--- config.mk ---
export PLATFORM = sky130hd
export DESIGN_NAME = multi_unpack
export DESIGN_NICKNAME = d
export VERILOG_FILES = /design/src/rtl/multi_unpack.sv
export SDC_FILE = /design/constraint.sdc
export NUM_CORES = 1
export LEC_CHECK = 0
export ABC_AREA = 1
export CORE_MARGIN = 4
export CORE_UTILIZATION = 39
export CTS_BUF_LIST = sky130_fd_sc_hd__clkbuf_4
export CTS_CLUSTER_DIAMETER = 100
export DETAILED_ROUTE_END_ITERATION = 8
export GPL_ROUTABILITY_DRIVEN = 0
export GPL_TIMING_DRIVEN = 0
export MAX_ROUTING_LAYER = met4
export PLACE_DENSITY = 0.86
export SETUP_SLACK_MARGIN = 0.2
export SYNTH_ARGS = -nofsm -noshare
export SYNTH_HDL_FRONTEND = slang
export SYNTH_SLANG_ARGS = --single-unit
--- constraint.sdc ---
create_clock -name clk -period 1.1 [get_ports clk]
set_input_delay 0.165 -clock clk [delete_from_list [all_inputs] [get_ports clk]]
set_output_delay 0.165 -clock clk [all_outputs]
set_load 0.02 [all_outputs]
--- src/rtl/multi_unpack.sv ---
// Serializer for a packed word of VALUE_COUNT fields, field 0 first, over valid/ready.
// Optional running-sum output is enabled by defining MULTI_UNPACK_SUM_EN.
module multi_unpack #(
  parameter int VALUE_WIDTH = 3,
  parameter int VALUE_COUNT = 4,  // must be >= 2, so $clog2 is always >= 1
  parameter int SUM_WIDTH   = 5
) (
  input  logic                               clk,
  input  logic                               rst,
  input  logic [VALUE_COUNT*VALUE_WIDTH-1:0] in_values,
  input  logic                               in_valid,
  output logic                               in_ready,
  output logic [VALUE_WIDTH-1:0]             out_value,
  output logic [$clog2(VALUE_COUNT)-1:0]     out_index,
  output logic                               out_last,
  output logic                               out_valid,
  input  logic                               out_ready,
  output logic [SUM_WIDTH-1:0]               out_sum
);

  localparam int IDX_W = $clog2(VALUE_COUNT);
  localparam logic [IDX_W-1:0] LAST_IDX = IDX_W'(VALUE_COUNT - 1);

  localparam logic [0:0] S_IDLE = 1'b0;
  localparam logic [0:0] S_SEND = 1'b1;

  logic [0:0]                         r_state;
  logic [VALUE_COUNT*VALUE_WIDTH-1:0] r_word;
  logic [IDX_W-1:0]                   r_index;
  logic                               r_in_ready;

  logic                   w_send;
  logic                   w_capture;
  logic                   w_xfer;
  logic                   w_last;
  logic [VALUE_WIDTH-1:0] w_field;

  assign w_send    = (r_state == S_SEND);
  // in_ready is its own flop so it never depends on out_ready combinationally.
  assign w_capture = r_in_ready & in_valid;
  assign w_xfer    = w_send & out_ready;
  assign w_last    = (r_index == LAST_IDX);

  // NOTE: every signal assigned in always_comb gets a default first, so no latch is inferred.
  always_comb begin
    w_field = '0;
    for (int i = 0; i < VALUE_COUNT; i++) begin
      if (r_index == IDX_W'(i)) w_field = r_word[i*VALUE_WIDTH +: VALUE_WIDTH];
    end
  end

  // NOTE: sequential state uses non-blocking assignments only.
  always_ff @(posedge clk) begin
    if (rst) begin
      r_state    <= S_IDLE;
      r_index    <= '0;
      r_in_ready <= 1'b0;
    end else begin
      case (r_state)
        S_IDLE: begin
          if (w_capture) begin
            r_state    <= S_SEND;
            r_index    <= '0;
            r_in_ready <= 1'b0;
          end else begin
            r_in_ready <= 1'b1;
          end
        end
        S_SEND: begin
          if (w_xfer) begin
            if (w_last) begin
              r_state    <= S_IDLE;
              r_index    <= '0;
              r_in_ready <= 1'b1;
            end else begin
              r_index <= r_index + 1'b1;
            end
          end
        end
        default: begin
          r_state    <= S_IDLE;
          r_index    <= '0;
          r_in_ready <= 1'b0;
        end
      endcase
    end
  end

  // NOTE: the data register has no reset; out_value is gated by state, so stale contents are never visible.
  always_ff @(posedge clk) begin
    if (w_capture) r_word <= in_values;
  end

`ifdef MULTI_UNPACK_SUM_EN
  logic [SUM_WIDTH-1:0] r_acc;
  logic [SUM_WIDTH-1:0] w_sum;

  // Accumulator holds the sum of beats already sent; the adder folds in the current beat.
  assign w_sum = r_acc + SUM_WIDTH'(w_field);

  always_ff @(posedge clk) begin
    if (rst) begin
      r_acc <= '0;
    end else if (w_capture) begin
      r_acc <= '0;
    end else if (w_xfer && !w_last) begin
      r_acc <= w_sum;
    end
  end

  assign out_sum = w_send ? w_sum : '0;
`else
  assign out_sum = '0;
`endif

  assign in_ready  = r_in_ready;
  assign out_valid = w_send;
  assign out_value = w_send ? w_field : '0;
  assign out_index = r_index;
  assign out_last  = w_send & w_last;

endmodule

### Word-level counts from Yosys, hierarchy flattened

Cells that the tools add are included.

| word-level totals | value |
|---|---|
| logic and storage cells | 35 |
| output and inout port bits | 13 |
| register bits | 16 |

| cells by class | value |
|---|---|
| add/sub/neg operators | 1 |
| multiplexer cells | 17 |
| bitwise gates (word level) | 4 |
| reductions and logical operators | 3 |
| eq/ne operators | 6 |

Operators with widths:

| operator | count |
|---|---|
| 2-to-1 mux 3 bit | 5 |
| 2-to-1 mux 1 bit | 6 |
| 2-to-1 mux 2 bit | 3 |
| equality test 2 bit (second input constant) | 2 |
| inequality test 2 x 1 -> 1 bit (second input constant) | 2 |
| case mux 1 bit (2 select lines) | 2 |
| case mux 2 bit (2 select lines) | 1 |
| AND reduction 2 bit | 2 |
| bitwise AND 1 bit | 3 |
| adder 2 x 1 -> 2 bit (second input constant) | 1 |
| equality test 2 x 1 -> 1 bit (second input constant) | 1 |
| zero test 2 bit | 1 |
| inequality test 2 bit (second input constant) | 1 |
| inverter 1 bit | 1 |

### Logic depth before layout (Yosys ltp)

Gate-level depths: netlist of the first run.

| logic depth | value |
|---|---|
| depth in word-level cells | 6 |
| gate-level depth with buffers | 7 |

### Worst setup path before layout of the first run

OpenSTA, ideal clock, no wires.

| timing | value |
|---|---|
| path kind | register -> output |
| start point | reg r_index[0] (netlist: out_index[0]) |
| end point | out out_value[1] |
| required time | 935 ps |
| stages on the path, launching flop included | 6 |
| buffers on the path | 0 |
| data arrival time | 1,207 ps |
| setup slack | -272 ps |
| cells stage by stage | dfxtp_1 -> inv_1 -> ha_1 -> a21oi_1 -> nand2_1 -> nand2_1 |

| between the ends | value |
|---|---|
| word-level cells in the longest chain between the ends | 6 |

RTL lines:

| element | RTL line | source |
|---|---|---|
| start, declared | 29 | `logic [IDX_W-1:0] r_index;` |
| start signal, assigned | 76 | `r_index <= r_index + 1'b1;` |
| zero test 2 bit | 48 | `if (r_index == IDX_W'(i)) w_field = r_word[i*VALUE_WIDTH +: VALUE_WIDTH];` |
| 2-to-1 mux 3 bit (3 in a row) | 48 |  |
| 2-to-1 mux 3 bit * | 48 |  |
| 2-to-1 mux 3 bit * | 118 | `assign out_value = w_send ? w_field : '0;` |
| end, declared | 13 | `output logic [VALUE_WIDTH-1:0] out_value,` |

Every way passes the cells marked *; elsewhere a longest branch is shown, timed or not.

### Worst setup path in the final report of the first run

| timing | value |
|---|---|
| start point | reg r_index[1] (netlist: out_index[1]) |
| end point | out out_value[1] |

The elaborated chain is that of the path after synthesis.

==> results of run 1 <==
## cell usage in the layout (no fill, tap or decap), drive strengths merged
| master | count |
|---|---|
| nand2 | 18 |
| buf | 17 |
| clkdlybuf4s50 | 14 |
| edfxtp | 12 |
| inv | 10 |
| a21oi | 9 |
| nand3 | 8 |
| conb | 5 |
| dfxtp | 4 |
| ha | 4 |
| clkbuf | 3 |
| o21ai | 1 |
| nor2 | 1 |
| clkinv | 1 |
| clkinvlp | 1 |
| dlygate4sd2 | 1 |
## state kept, by name, summed over array words and instances, names as in the netlist
register and count:
out_valid 1, in_ready 1, out_index 2, r_word 12
## critical path, delay by kind of cell (launching register included)
kind | cells | cell delay, ns
fa+ha+maj | 1 | 0.17
buf+inv | 3 | 0.23
flops | 1 | 0.42
simple gates | 4 | 0.31
## routing by layer
layer	vias to the layer above	part of all wire, %
li1	307	-
met2	26	53
met4	0	3.0
met5	-	0
met1	305	40
met3	6	4.3
## per-stage QoR
step	setup TNS [ns]	instances
2_1_floorplan	-0.0513	77
3_5_place_dp	-3.75	125
3_3_place_gp	-3.48	125
4_1_cts	-1.58	133
6_report	-1.67	134
5_1_grt	-2.02	134
## final cells by class
class	count	area share, %
sequential	16	37.4
clock inverter	1	0.308
inverter	10	3.91
buffer	5	3.08
clock buffer	3	1.85
timing repair buffer	27	22.1
tap	25	2.57
timing repair inverter	1	0.617
multi-input combinational	46	28.2
## final timing paths
kind | to | slack [ns] | cells after the start
min | out_valid$_SDFF_PP0_ | 0.37 | 3
min reg2reg | out_index[1]$_SDFFE_PP0P_ | 0.56 | 2
max reg2reg | in_ready$_SDFFE_PP0P_ | -0.01 | 6
max | out_value[1] | -0.48 | 8
## power breakdown
part / switching [mW] / leakage (nW) / total (mW) / internal [mW]
Combinational: 0.120 / 0.337 / 0.242 / 0.121
Clock: 0.184 / 0.0154 / 0.316 / 0.132
Sequential: 0.0280 / 0.147 / 0.708 / 0.680
Total: 0.333 / 0.500 / 1.27 / 0.933
## cells by family after synthesis
kind of cell,Yosys count,share of synthesized area (%)
DFF,16,59.9
buffers and inverters,15,10.2
adders and majority gates,4,6.80
and+or+nand+nor,27,15.8
other,1,0.510
AOI/OAI and AO/OA,10,6.80
## timing repair
action                                  4_1_cts  5_1_grt
pin swaps                                     8       12
cloned                                        1        0
buffers inserted                              3        1
endpoints found under the setup margin       23       12
resized for setup                            52       15
==> impl_results.md, run 1 <==
* Total Die Area at 2650 µm²
* Startpoint Class: flip-flop
* PwrDens at 1040 nW/µm²
* Endpoints failing hold at 0
* DRC errors left at 0
* CTS tree: built
* Die Y-Extent at 51.4 µm
* Top_reg_cell synth: edfxtp_1
* Outcome: finished, violations left
* Final Max Tran Viols at 0
* Global Route met2 Usage at 24.8%
* Fmax at 632 MHz
* Cts bufs inserted at 3
* Netlist Area Pre-Place at 736 µm²
* RSZ-0062 raised after global routing: true
* Gr usage total at 13.4%
* CP Launch Point: out_index[1]$_SDFFE_PP0P_
* Worst-path clk slew at 0.09 ns
* Synth Area per Inst at 10.1 µm²
* Worst Skew at 0.000784 ns
* CP Cell Sequence: inv_4 -> ha_4 -> inv_2 -> nand3_1 -> nand2_1 -> nand2_1 -> nand2_2 -> buf_6
* Dominant cell type by area after synthesis: edfxtp_1
* Gr ovfl total at 0
* Fill count at 129
* Reg-to-Reg Start: out_index[0]$_SDFFE_PP0P_
* Fin area at 1220 µm²
* Hold_buf cts at 0
* Die X at 51.4 µm
* Area contributors post-synth: edfxtp_1 49%, dfxtp_1 11%, nand2_1 9.2%, ha_1 6.8%, a21oi_1 6.1%
* Vias in the first global route at 614
* GRT Max-Usage Layer: met2
* Sequential fraction of the synthesis area at 59.9%
* Global-route wire length before repair at 2.56 mm
* IO buf count at 23
* Max-cap violations at 0
* Commonest cells in the netlist: 18 x nand2_1, 12 x edfxtp_1, 10 x inv_1, 9 x a21oi_1, 7 x nand3_1
* Starting Density at 41.7%
* Hold Path Class: in2reg
* Pleak at 0.500 nW
* Setup violations, final at 6
* Via Count at 644
* Tot Pwr at 1.27 mW
* N_diodes at 0
* Clock buffer depth at 2
* Maximum VDD drop at 0.00111 V
* CTS root buf: clkbuf_4
* Met3 Use GR at 1.75%
* Std cell rows at 15
* Worst-Skew Late Latency at 0.28 ns
* I/O Pins at 29
* EDFF count, synth at 12
* Largest net degree at the start of global routing at 10
* Count leader, synth: nand2_1
* Detailed Place HPWL at 1.25 mm
* WL/cell at 13.9 µm
* Fin Hold WS at 0.369 ns
* Area occupied by multi-input gates at 343 µm²
* Drt first pass iters at 4
* Critical Path Slowest Stage Cell: dfxtp_4
* Initial antenna violation count at 0
* Final Util at 69.0%
* Hold_sp: in_valid
* Core region area at 1760 µm²
* WP data required at 0.94 ns
* Failing checks: setup timing
* Fraction of registers with async set or reset after synthesis at 0%
* Period Utilization, post-route at 144%
* Top cell type's share of synthesized area at 49.0%
* CP max FO at 5
* Syn-to-layout area delta at 65.5%
* Min cycle time layout at 1.58 ns
* Area post-placement at 1080 µm²
* Sequential Area at 455 µm²
* Met1 usage at 14.0%
* Drt initial violations at 12
* WS Path Type: reg2out
* Post-Synthesis Cells at 73
* Slowest stage delay, CP at 0.42 ns
* Setup ws final at -0.481 ns
* DR vias/cell at 4.81
* CP most frequent cell: nand2_1
* Final WL at 1.87 mm
* Layout cell share with drive strength beyond 1 at 49.5%
* DP Worst Slack at -0.590 ns
* Sink Count at 16
* Routed Antenna Nets at 0
* Nets at 130
* Crit path DAT at 1.42 ns
* CTS H-tree depth at 1
* Critical Path End Type: primary output
* Yosys reg bits at 16
* Unique masters post-synth at 12
* Number of synthesis warnings at 0
Power figures use the tool's default switching activity.
==> inputs of run 2 (changes only) <==
--- a/config.mk
+++ b/config.mk
@@ -6,6 +6,8 @@
 export NUM_CORES = 1
 export LEC_CHECK = 0
 export ABC_AREA = 1
+export ABC_CLOCK_PERIOD_IN_PS = 1450
+export CAP_MARGIN = 30
 export CORE_MARGIN = 4
 export CORE_UTILIZATION = 39
 export CTS_BUF_LIST = sky130_fd_sc_hd__clkbuf_4
==> constraint.sdc (replaced) <==
create_clock -name clk -period 1.45 [get_ports clk]
set_input_delay 0.2175 -clock clk [delete_from_list [all_inputs] [get_ports clk]]
set_output_delay 0.2175 -clock clk [all_outputs]
set_load 0.02 [all_outputs]
==> run 2 against run 1 <==
Compared with the run above: the flow still finishes with violations (setup timing); critical endpoint is now out_value[0]; core utilization is 3.8 points lower; cell area shrank 5.6%; largest power group unchanged; count of clock-buffer cells in the layout is the same; sequential share of layout area is 1.9 points higher; worst setup slack better by 0.34 ns; first-iteration DRC count decreased by 8.3%; global-route usage fell by 0.32 points.
==> impl_results.md, run 2 (synthesis gave the netlist of run 1 again) <==
* Failing checks: setup timing
* Clock buffer depth at 2 (unchanged)
* Setup violations, final at 3 (-3)
* Initial antenna violation count at 0 (unchanged)
* Critical Path Slowest Stage Cell: dfxtp_4
* DR vias/cell at 4.53 (-5.8%)
* Via Count at 593 (-7.9%)
* Starting Density at 41.7% (unchanged)
* N_diodes at 0 (unchanged)
* Detailed Place HPWL at 1.20 mm (-4.1%)
* Cts bufs inserted at 3 (unchanged)
* Worst Skew at 0.00952 ns (+0.00874 ns)
* Fmax at 630 MHz
* Max-cap violations at 0 (unchanged)
* WS Path Type: reg2out
* Slowest stage delay, CP at 0.41 ns (about the same)
* Vias in the first global route at 601 (-2.1%)
* Critical Path End Type: primary output
* Nets at 127 (-2.3%)
* CP Cell Sequence: inv_4 -> ha_4 -> inv_2 -> nand3_1 -> nand2_1 -> nand2_1 -> nand2_2 -> buf_6
* Largest net degree at the start of global routing at 13 (+3)
* Startpoint Class: flip-flop
* DRC errors left at 0 (unchanged)
* Top Family by Delay on Critical Path: flip-flops
* Gr usage total at 13.0% (-0.32 points)
* Global-route wire length before repair at 2.48 mm (-3.2%)
* Endpoints failing hold at 0 (unchanged)
* CTS H-tree depth at 1 (unchanged)
* Setup ws final at -0.137 ns (+0.345 ns)
* Pleak at 0.468 nW (-6.2%)
* Total Die Area at 2650 µm² (unchanged)
* PwrDens at 814 nW/µm² (-22%)
* Die X at 51.4 µm (unchanged)
* IO buf count at 23 (unchanged)
* Tot Pwr at 936 µW (-26%)
* Layout cell share with drive strength beyond 1 at 39.6% (-9.9 points)
* CP most frequent cell: nand2_1
* Outcome: finished, violations left
* Most common cell after layout, fill and taps aside: clkdlybuf4s50_1
* Period Utilization, post-route at 109%
* Min cycle time layout at 1.59 ns
* Std cell rows at 15 (unchanged)
* CTS root buf: clkbuf_4
* Gr ovfl total at 0 (unchanged)
* WP data required at 1.23 ns (+0.29 ns)
* Setup TNS at -0.391 ns (+1.28 ns)
* Crit path DAT at 1.37 ns (-0.05 ns)
* Drt initial violations at 11 (-1)
* Commonest cells after routing, fill and taps aside: 15 x clkdlybuf4s50_1, 13 x nand2_1, 12 x edfxtp_1
* Hold Path Class: in2reg
* Final Max Tran Viols at 0 (unchanged)
* Sink Count at 16 (unchanged)
* Routed Antenna Nets at 0 (unchanged)
* Final WL at 1.67 mm (-10%)
* CP Buf/Inv Count at 3 (unchanged)
* Die Y-Extent at 51.4 µm (unchanged)
* Syn-to-layout area delta at 56.3%
* Reg with most FFs: r_word
* CTS tree: built
* Worst-Skew Late Latency at 0.28 ns (about the same)
* Max reg flops at 12 (unchanged)
* Core region area at 1760 µm² (unchanged)
* I/O Pins at 29 (unchanged)
* Worst-path clk slew at 0.10 ns (about the same)
* CP max FO at 4 (-1)
* Drt first pass iters at 4 (unchanged)
* Maximum VDD drop at 0.000695 V (-37%)
* RSZ-0062 raised after global routing: true
* WL/cell at 12.8 µm (-8.3%)
==> run 2: changes by cell type in the layout (fill, tap and decap cells not counted), moves of 2 or more <==
| cell | previous run | this run |
|---|---|---|
| nand2_1 | 9 | 13 |
| a21oi_2 | 8 | 6 |
| buf_4 | 9 | 7 |
| buf_6 | 8 | 4 |
| nand2_2 | 7 | 4 |
| a21oi_1 | 1 | 3 |
| inv_4 | 4 | 2 |
==> run 2: repair_timing <==
item / CTS / global route
pin swaps: 1 / 2
gates resized for setup: 54 / 6
hold buffers: 0 / 0
buffers inserted: 2 / 0
setup endpoints to repair: 8 / 7
==> run 2: worst paths after layout <==
kind / slack (ns) / from / cells after the start / endpoint
worst min register to register: 0.56 / out_index[0]$_SDFFE_PP0P_ / 2 / out_index[0]$_SDFFE_PP0P_
worst max-delay path: -0.14 / out_index[1]$_SDFFE_PP0P_ / 8 / out_value[0]
worst min-delay path: 0.49 / in_values[4] / 1 / r_word[4]$_DFFE_PP_
worst max register to register: 0.31 / in_ready$_SDFFE_PP0P_ / 2 / r_word[5]$_DFFE_PP_
==> run 2: routing by layer <==
| metal | vias up | GRT usage [%] | routed length (µm) |
|---|---|---|---|
| li1 | 295 | - | - |
| met1 | 277 | 13.4 | 641 |
| met2 | 17 | 24.2 | 924 |
| met3 | 4 | 2.04 | 83 |
| met4 | 0 | 5.68 | 24 |
| met5 | - | - | 0 |
==> run 2: area by class of cell <==
class | instances | area (µm²)
clock buffer | 3 | 22.5
fill | 149 | 614
clock inverter | 1 | 3.75
buffer | 5 | 37.5
inverter | 10 | 42.5
timing repair buffer | 25 | 240
multi-input combinational | 46 | 320
tap | 25 | 31.3
sequential | 16 | 452
==> run 2: metrics by stage <==
| stage | std cells | setup WS (ns) | area [µm²] | util (%) | hold slack, ns |
|---|---|---|---|---|---|
| after floorplan | 77 | 0.217 | 766 | - | 0.277 |
| after global placement | 125 | -0.323 | 1030 | 58.2 | 0.507 |
| final | 131 | -0.137 | 1150 | 65.2 | 0.485 |
| after CTS | 131 | -0.128 | 1140 | 64.6 | 0.481 |
| after global routing | 131 | -0.210 | 1150 | 65.2 | 0.475 |
| after detailed placement | 125 | -0.374 | 1030 | 58.2 | 0.516 |
==> run 2: power by group <==
part	internal (mW)	switching [mW]
Sequential	0.516	0.0209
Clock	0.0996	0.134
Combinational	0.0847	0.0809
